[src/rtl/demux_stream_dispatcher_pkg.sv]
`default_nettype none
// ============================================================================
// demux_dispatch_pkg : FSM state type and mode encodings for the dispatcher
// Revision: 1.0
// ============================================================================
package demux_dispatch_pkg;

    typedef enum logic [0:0] {
        IDLE = 1'b0,
        XFER = 1'b1
    } state_t;

    localparam logic [1:0] MODE_RR  = 2'b00;
    localparam logic [1:0] MODE_CH0 = 2'b01;
    localparam logic [1:0] MODE_CH1 = 2'b10;

endpackage
`default_nettype wire

[src/rtl/dispatch_credit_ctr.sv]
`default_nettype none
// ============================================================================
// dispatch_credit_ctr : saturating per-channel credit counter with overflow pulse
// Revision: 1.0
// ============================================================================
module dispatch_credit_ctr
    import demux_dispatch_pkg::*;
#(
    parameter int CREDIT_MAX = 4
) (
    input  logic                            clk,
    input  logic                            rst_n,
    input  logic                            dec,
    input  logic                            inc,
    output logic [$clog2(CREDIT_MAX+1)-1:0] count,
    output logic                            nonzero,
    output logic                            overflow
);

    localparam int CW = $clog2(CREDIT_MAX + 1);
    localparam logic [CW-1:0] C_MAX = CW'(CREDIT_MAX);

    logic [CW-1:0] count_d;
    logic [CW-1:0] count_q;

    // A simultaneous take and return cancel out, so only lone events move the count.
    always_comb begin
        count_d  = count_q;
        overflow = 1'b0;
        if (dec && !inc) begin
            if (count_q != '0) begin
                count_d = count_q - CW'(1);
            end
        end else if (inc && !dec) begin
            if (count_q == C_MAX) begin
                overflow = 1'b1;
            end else begin
                count_d = count_q + CW'(1);
            end
        end
    end

    always_ff @(posedge clk) begin
        if (!rst_n) begin
            count_q <= C_MAX;
        end else begin
            count_q <= count_d;
        end
    end

    assign count   = count_q;
    assign nonzero = (count_q != '0);

endmodule
`default_nettype wire

[src/rtl/demux_stream_dispatcher.sv]
`default_nettype none
// ============================================================================
// demux_stream_dispatcher : steers whole packets to one of two credit-gated channels
// Revision: 1.0
// ============================================================================
module demux_stream_dispatcher
    import demux_dispatch_pkg::*;
#(
    parameter int DW         = 8,
    parameter int CREDIT_MAX = 4
) (
    input  logic          clk,
    input  logic          rst_n,
    input  logic          en,
    input  logic [1:0]    mode,
    input  logic          in_valid,
    input  logic [DW-1:0] in_data,
    input  logic          in_last,
    output logic          in_ready,
    output logic [1:0]    out_valid,
    output logic [DW-1:0] out_data,
    output logic          out_last,
    input  logic [1:0]    out_ready,
    input  logic [1:0]    credit_ret,
    output logic          sel,
    output logic          busy,
    output logic          cred_err
);

    localparam int CW = $clog2(CREDIT_MAX + 1);

    state_t        state_d, state_q;
    logic          sel_d, sel_q;
    logic          rr_ptr_d, rr_ptr_q;
    logic          cred_err_d, cred_err_q;

    logic [1:0]    w_nonzero;
    logic [1:0]    w_overflow;
    logic [1:0]    w_dec;
    logic [CW-1:0] w_credit_0;
    logic [CW-1:0] w_credit_1;
    logic          w_sel_credit;
    logic          w_fire;

    dispatch_credit_ctr #(.CREDIT_MAX(CREDIT_MAX)) u_ctr0 (
        .clk      (clk),
        .rst_n    (rst_n),
        .dec      (w_dec[0]),
        .inc      (credit_ret[0]),
        .count    (w_credit_0),
        .nonzero  (w_nonzero[0]),
        .overflow (w_overflow[0])
    );

    dispatch_credit_ctr #(.CREDIT_MAX(CREDIT_MAX)) u_ctr1 (
        .clk      (clk),
        .rst_n    (rst_n),
        .dec      (w_dec[1]),
        .inc      (credit_ret[1]),
        .count    (w_credit_1),
        .nonzero  (w_nonzero[1]),
        .overflow (w_overflow[1])
    );

    assign w_sel_credit = sel_q ? (w_credit_1 != '0) : (w_credit_0 != '0);

    always_comb begin
        state_d   = state_q;
        sel_d     = sel_q;
        rr_ptr_d  = rr_ptr_q;
        in_ready  = 1'b0;
        out_valid = 2'b00;
        w_dec     = 2'b00;
        w_fire    = 1'b0;
        case (state_q)
            IDLE: begin
                if (en && in_valid) begin
                    case (mode)
                        MODE_CH0: begin
                            if (w_nonzero[0]) begin
                                sel_d   = 1'b0;
                                state_d = XFER;
                            end
                        end
                        MODE_CH1: begin
                            if (w_nonzero[1]) begin
                                sel_d   = 1'b1;
                                state_d = XFER;
                            end
                        end
                        default: begin
                            // Round-robin falls over to the other channel only when the preferred one is dry.
                            if (w_nonzero[rr_ptr_q]) begin
                                sel_d   = rr_ptr_q;
                                state_d = XFER;
                            end else if (w_nonzero[~rr_ptr_q]) begin
                                sel_d   = ~rr_ptr_q;
                                state_d = XFER;
                            end
                        end
                    endcase
                end
            end
            XFER: begin
                in_ready         = out_ready[sel_q] & w_sel_credit;
                out_valid[sel_q] = in_valid & w_sel_credit;
                w_fire           = in_valid & in_ready;
                w_dec[sel_q]     = w_fire;
                if (w_fire && in_last) begin
                    state_d  = IDLE;
                    rr_ptr_d = ~sel_q;
                end
            end
            default: state_d = IDLE;
        endcase
        cred_err_d = cred_err_q | (|w_overflow);
    end

    always_ff @(posedge clk) begin
        if (!rst_n) begin
            state_q    <= IDLE;
            sel_q      <= 1'b0;
            rr_ptr_q   <= 1'b0;
            cred_err_q <= 1'b0;
        end else begin
            state_q    <= state_d;
            sel_q      <= sel_d;
            rr_ptr_q   <= rr_ptr_d;
            cred_err_q <= cred_err_d;
        end
    end

    assign out_data = in_data;
    assign out_last = in_last;
    assign sel      = sel_q;
    assign busy     = (state_q == XFER);
    assign cred_err = cred_err_q;

endmodule
`default_nettype wire

[config.mk]
export PLATFORM = sky130hd
export DESIGN_NAME = demux_stream_dispatcher
export DESIGN_NICKNAME = d
export VERILOG_FILES = /design/src/rtl/demux_stream_dispatcher_pkg.sv /design/src/rtl/dispatch_credit_ctr.sv /design/src/rtl/demux_stream_dispatcher.sv
export SDC_FILE = /design/constraint.sdc
export NUM_CORES = 1
export LEC_CHECK = 0
export ABC_AREA = 1
export CORE_UTILIZATION = 44
export CTS_BUF_LIST = sky130_fd_sc_hd__clkbuf_8
export DETAILED_ROUTE_END_ITERATION = 10
export HOLD_SLACK_MARGIN = 0.06
export PLACE_DENSITY = 0.84
export SYNTH_ARGS = -nofsm -noshare
export SYNTH_HDL_FRONTEND = slang
export SYNTH_SLANG_ARGS = --single-unit
[constraint.sdc]
create_clock -name clk -period 2.5 [get_ports clk]
set_clock_uncertainty 0.1 [all_clocks]
set_input_delay 0.375 -clock clk [delete_from_list [all_inputs] [get_ports clk]]
set_output_delay 0.375 -clock clk [all_outputs]
set_load 0.01 [all_outputs]
==> metrics.txt, run 1 <==
most frequent cell on the critical path=clkdlybuf4s50_1; total power per unit cell area=between 600 and 700 nW/µm²; starting density of the core=48.1%; core footprint=1780 µm²; sequential area share after synthesis=23.3%; leading area contributor after synthesis=dfxtp_1; Gate Count Post-Synth=139; Worst path max stage delay=roughly 0.54 ns; Worst Setup End Kind=output pin; Nets=178; Pleak=0.525 nW; starting DRC count in detailed routing=11; Placer Congestion=between 0.8 and 0.9; crit-path max FO=4; Port Buf Inserts=17; Synthesized Nets=162; #FFs+latches synth=10; Synth top area share=23.3%; clock tree root driver cell=clkbuf_8; first-pass GRT wire length=between 2000 and 3000 µm; Area Overhead vs Synth=24.6%; Slew @ Worst Pin=~0.34 ns; delay-heaviest family, CP=buffers and inverters; vias in the first global route=~740; largest net degree at the start of global routing=9; # diodes=0; synth top area cells=dfxtp_1 (23%), nand2_1 (14%), inv_1 (9.2%); Post-synth EDFFs=0; Distinct cells, synth=23; crit path launch type=primary input; Placed Area=1010 µm²; Slew Viols, Final=0; CP arrival=1.81 ns; mapped cell area=858 µm²; wl on met1=between 700 and 800 µm; Routed WL per cell=9.89 µm; setup TNS=0 ns; routed wire length on met3=roughly 73 µm; die area=approximately 2100 µm²; CTS tree=built; post-layout min period=between 2 and 2.5 ns; worst min path class=flop to flop; hold_buf cts=0; Slowest-stage cell, CP=clkdlybuf4s50_1; Die H=46.2 µm; hold slack=0.377 ns; dpl hpwl=1460 µm; CP cell instances=clkdlybuf4s50_1, inv_1, o21ai_2, nand2_1, nor2_1, clkdlybuf4s50_1; antenna violations before repair=0; Top Layer Used=met4; status=completed; DR pass1 iterations=4; Max clock buf depth=2; Design Power=about 0.71 mW; GRT Util Overall=18.3%; Synth Area per Inst=6.17 µm²; final hold viol count=0; layout cells sized above 1=9.74%; VDD IR max=0.000435 V; die width=roughly 46 µm; slew margin rel.=77.0%; DR vias=886; CTS resizes=0; setup repair bufs after CTS=0; row count=15; # DRC=0; Post-synth ARST share=0%; wirelength, routed=1770 µm; CTS sink cnt=10; # Max-Cap Violations=0; cts bufs inserted=3; clock-pin slew on the worst setup and hold paths=0.05 ns; Vias/cell=roughly 4.9; final instance area=1070 µm²; Top FF cell, synth=dfxtp_1; io pins=34; Yosys warnings=0; Post-DRT Antenna Nets=0; met2 wire length=909 µm; Peak Freq=0.438 GHz; GRT overflow=0; fin crit share=91.3%; final setup violation count=0; crit path kind=primary input to output pin; H-tree depth=1; unrepaired setup endpoints after global routing=no; crit path buf inv count=3; Clock Latency Late Sink=around 0.24 ns; Critical Path RT=between 2 and 2.5 ns
[path summary, 6_finish.rpt]
path                      from         endpoint  slack (ns)  cells after the start
hold reg to reg       cred_err         cred_err        0.38                      2
hold / removal        cred_err         cred_err        0.38                      2
setup reg to reg           sel  u_ctr0.count[2]        0.44                     14
setup / recovery  out_ready[0]         in_ready        0.22                      6
[cells by family (layout without fill, tap and decap cells)]
kind of cell / count (synthesis) / after routing / share of synthesized area [%]
buffers and inverters: 31 / 46 / 17.8
AOI/OAI and AO/OA: 14 / 14 / 9.77
adders and majority gates: 4 / 4 / 5.83
xor gates and xnor gates: 2 / 2 / 2.04
DFF: 10 / 10 / 23.3
and+or+nand+nor: 78 / 78 / 41.3
[per-layer routing]
layer	global-route usage, %	up-vias
li1	-	463
met1	20.0	405
met2	33.5	16
met3	6.67	2
met4	3.53	0
met5	0	-
[cell type report]
| cell class | instances | area [µm²] |
|---|---|---|
| Clock buffer | 4 | 55.1 |
| Fill cell | 172 | 713 |
| Tap cell | 25 | 31.3 |
| Sequential cell | 10 | 200 |
| Inverter | 22 | 85.1 |
| Multi-Input combinational cell | 98 | 505 |
| Timing Repair Buffer | 20 | 193 |
[state kept, by name, indices dropped and copies added (netlist names)]
register,count
cred_err,1
u_ctr1.count,3
busy,1
u_ctr0.count,3
rr_ptr_q,1
sel,1
[synth_stat cells (2+ instances only)]
cell	count
o21ai_0	4
nand3_1	12
dfxtp_1	10
nand2_2	3
inv_1	21
buf_4	9
nand2_1	32
a21oi_1	4
nor2_1	20
nor3_1	3
nand4_1	4
xor2_1	2
ha_1	4
o21ai_2	2
[where the power goes]
part / leakage [nW] / switching, mW / internal (mW)
combinational: 0.414 / 0.164 / 0.117
sequential: 0.0819 / 0.0336 / 0.191
clock: 0.0288 / 0.0636 / 0.138
total: 0.525 / 0.261 / 0.446
[worst reg2reg max path, cell delays in order (launching register included)]
cell and delay [ns]:
dfxtp_1 0.48, inv_1 0.10, nand3_1 0.10, nand3_1 0.12, nor2_4 0.16, nand3_1 0.19
xor2_1 0.18, inv_1 0.06, ha_1 0.17, inv_1 0.05, nand2_1 0.06, inv_1 0.05
nand2_1 0.04, nand3_1 0.06, nand2_1 0.05
[placed cells by master, fill, tap and decap left out, drive strengths merged]
cell type | netlist | final
a211oi | 1 | 1
nor4 | 1 | 1
nand3 | 12 | 12
o21ai | 7 | 7
inv | 22 | 22
buf | 9 | 3
nor2 | 21 | 21
dfxtp | 10 | 10
nor3 | 4 | 4
a21oi | 4 | 4
and2 | 1 | 1
nand2 | 35 | 35
nand4 | 4 | 4
clkbuf | 0 | 4
a31oi | 1 | 1
xor2 | 2 | 2
a21boi | 1 | 1
ha | 4 | 4
clkdlybuf4s50 | 0 | 17
[through the flow]
step,setup slack (ns),utilization [%],cells
final,0.217,60.0,179
after global routing,0.111,60.0,179
after CTS,0.212,60.0,179
after detailed placement,0.132,56.9,175
after global placement,0.203,56.9,175
after floorplan,0.556,-,139
Note: power is estimated with default switching activity, not from simulation.
==> inputs of run 2 (changes only) <==
- CTS_CLUSTER_SIZE: default -> 10
==> results of run 2 <==
The final DEF is identical to that of run 1; final timing and power are the same.
==> inputs of run 3 (changes only) <==
- clock period: 2.5 -> 2.6 ns (I/O delays scaled with it)
==> metrics.txt, run 3 (synthesis gave the netlist of run 1 again) <==
setup TNS=0 ns; Logic pwr share=42.3%; die width=about 46 µm; Area Overhead vs Synth=21.3%; Max clock buf depth=2; Critical Path RT=between 2 and 2.5 ns; # DRC=0; crit path launch type=primary input; hold slack=0.396 ns; first-pass GRT wire length=approximately 3000 µm; # diodes=0; row count=15; clock-pin slew on the worst setup and hold paths=0.04 ns; fill cell count=roughly 170; Top Layer Used=met4; Worst Setup End Kind=output pin; Routed WL per cell=10.8 µm; CP arrival=1.84 ns; core footprint=~1800 µm²; CP cell instances=clkdlybuf4s50_1, inv_1, o21ai_2, nand2_1, nor2_1, clkdlybuf4s50_1; GRT overflow=0; Power Internal=approximately 0.40 mW; wirelength, routed=1900 µm; routed wire length on met3=roughly 83 µm; setup repair bufs after CTS=0; total power per unit cell area=approximately 620 nW/µm²; H-tree depth=1; unrepaired setup endpoints after global routing=no; layout cells sized above 1=around 8%; Peak Freq=about 0.43 GHz; clock tree root driver cell=clkbuf_8; largest net degree at the start of global routing=9; Slew Viols, Final=0; Placer Congestion=around 0.76; DP Cell Count=173; io pins=34; Post-DRT Antenna Nets=0; commonest non-fill, non-tap cell in the layout=nand2_1; status=completed; Clock Latency Late Sink=about 0.23 ns; # Max-Cap Violations=0; commonest non-fill, non-tap cells in the layout=nand2_1 (32), inv_1 (21), nor2_1 (20), clkdlybuf4s50_1 (17), nand3_1 (12); Slowest-stage cell, CP=clkdlybuf4s50_1; starting density of the core=a little under 50%; met2 wire length=979 µm; dpl hpwl=1560 µm; final setup violation count=0; die area=2130 µm²; DR vias=888; worst setup margin=0.271 ns; slew margin rel.=76.0%; pre-CTS setup slack=approximately 0.17 ns; Die H=roughly 46 µm; vias in the first global route=775; VDD IR max=0.000371 V; fin util=58.4%; crit path kind=primary input to output pin; CTS tree=built; switching share of total power=roughly 39%; Pleak=0.508 nW; post-layout min period=2.33 ns; Slew @ Worst Pin=0.356 ns; post-route insts no fill=between 150 and 200; DR pass1 iterations=4; hold_buf cts=0; Sw Pwr=roughly 0.25 mW; fin crit share=89.6%; CTS resizes=0; most frequent cell on the critical path=clkdlybuf4s50_1; final hold viol count=0; Worst path max stage delay=around 0.55 ns; starting DRC count in detailed routing=16; Vias/cell=between 5 and 6; wl on met1=around 800 µm; CTS sink cnt=10; crit-path max FO=4; GRT Util Overall=19.9%; worst min path class=flop to flop; Clk network pwr share=24.2%; Nets=176; Port Buf Inserts=17; antenna violations before repair=0; cts bufs inserted=3; sequential share of power=roughly a third
## run 3: cell count changes in the layout (fill, tap and decap cells not counted)
cell,delta
clkbuf_8,-1
buf_4,-2
## run 3: power groups by stage
stage | clock network (mW) | logic (mW) | registers [mW]
3_3_place_gp | 0 | 0.261 | 0.219
4_1_cts | 0.160 | 0.275 | 0.217
5_1_grt | 0.170 | 0.309 | 0.221
6_report | 0.157 | 0.275 | 0.218
3_5_place_dp | 0 | 0.274 | 0.220
2_1_floorplan | 0 | 0.212 | 0.212
## run 3: metal layers
layer,GRT usage (%),vias up
li1,-,463
met1,19.6,395
met2,35.8,25
met3,6.67,5
met4,11.2,0
met5,0,-
## run 3: path summary, 6_finish.rpt
check	start	to	slack, ns	cells past startpoint
worst max-delay path	out_ready[0]	in_ready	0.27	6
worst min-delay path	cred_err	cred_err	0.40	2
worst max register to register	sel	u_ctr0.count[2]	0.54	14
worst min register to register	cred_err	cred_err	0.40	2
## run 3: per-stage QoR
stage	total power, mW	instance area, µm²
final	0.649	1040
after global routing	0.700	1040
after CTS	0.653	1040
after detailed placement	0.494	1000
after global placement	0.480	1000
after floorplan	0.424	858
## run 3: cell type report
| type | instances | area (µm²) | share of cell area, % |
|---|---|---|---|
| Inverter | 22 | 85.1 | 8.17 |
| Multi-Input combinational cell | 98 | 505 | 48.6 |
| Timing Repair Buffer | 18 | 178 | 17.1 |
| Sequential cell | 10 | 200 | 19.2 |
| Tap cell | 25 | 31.3 | 3.00 |
| Clock buffer | 3 | 41.3 | 3.97 |
## run 3: critical path: cells and delay by family
family | cells | cell delay, ns
and+or+nand+nor | 2 | 0.19
AOI/OAI and AO/OA | 1 | 0.21
buffers and inverters | 3 | 1.05
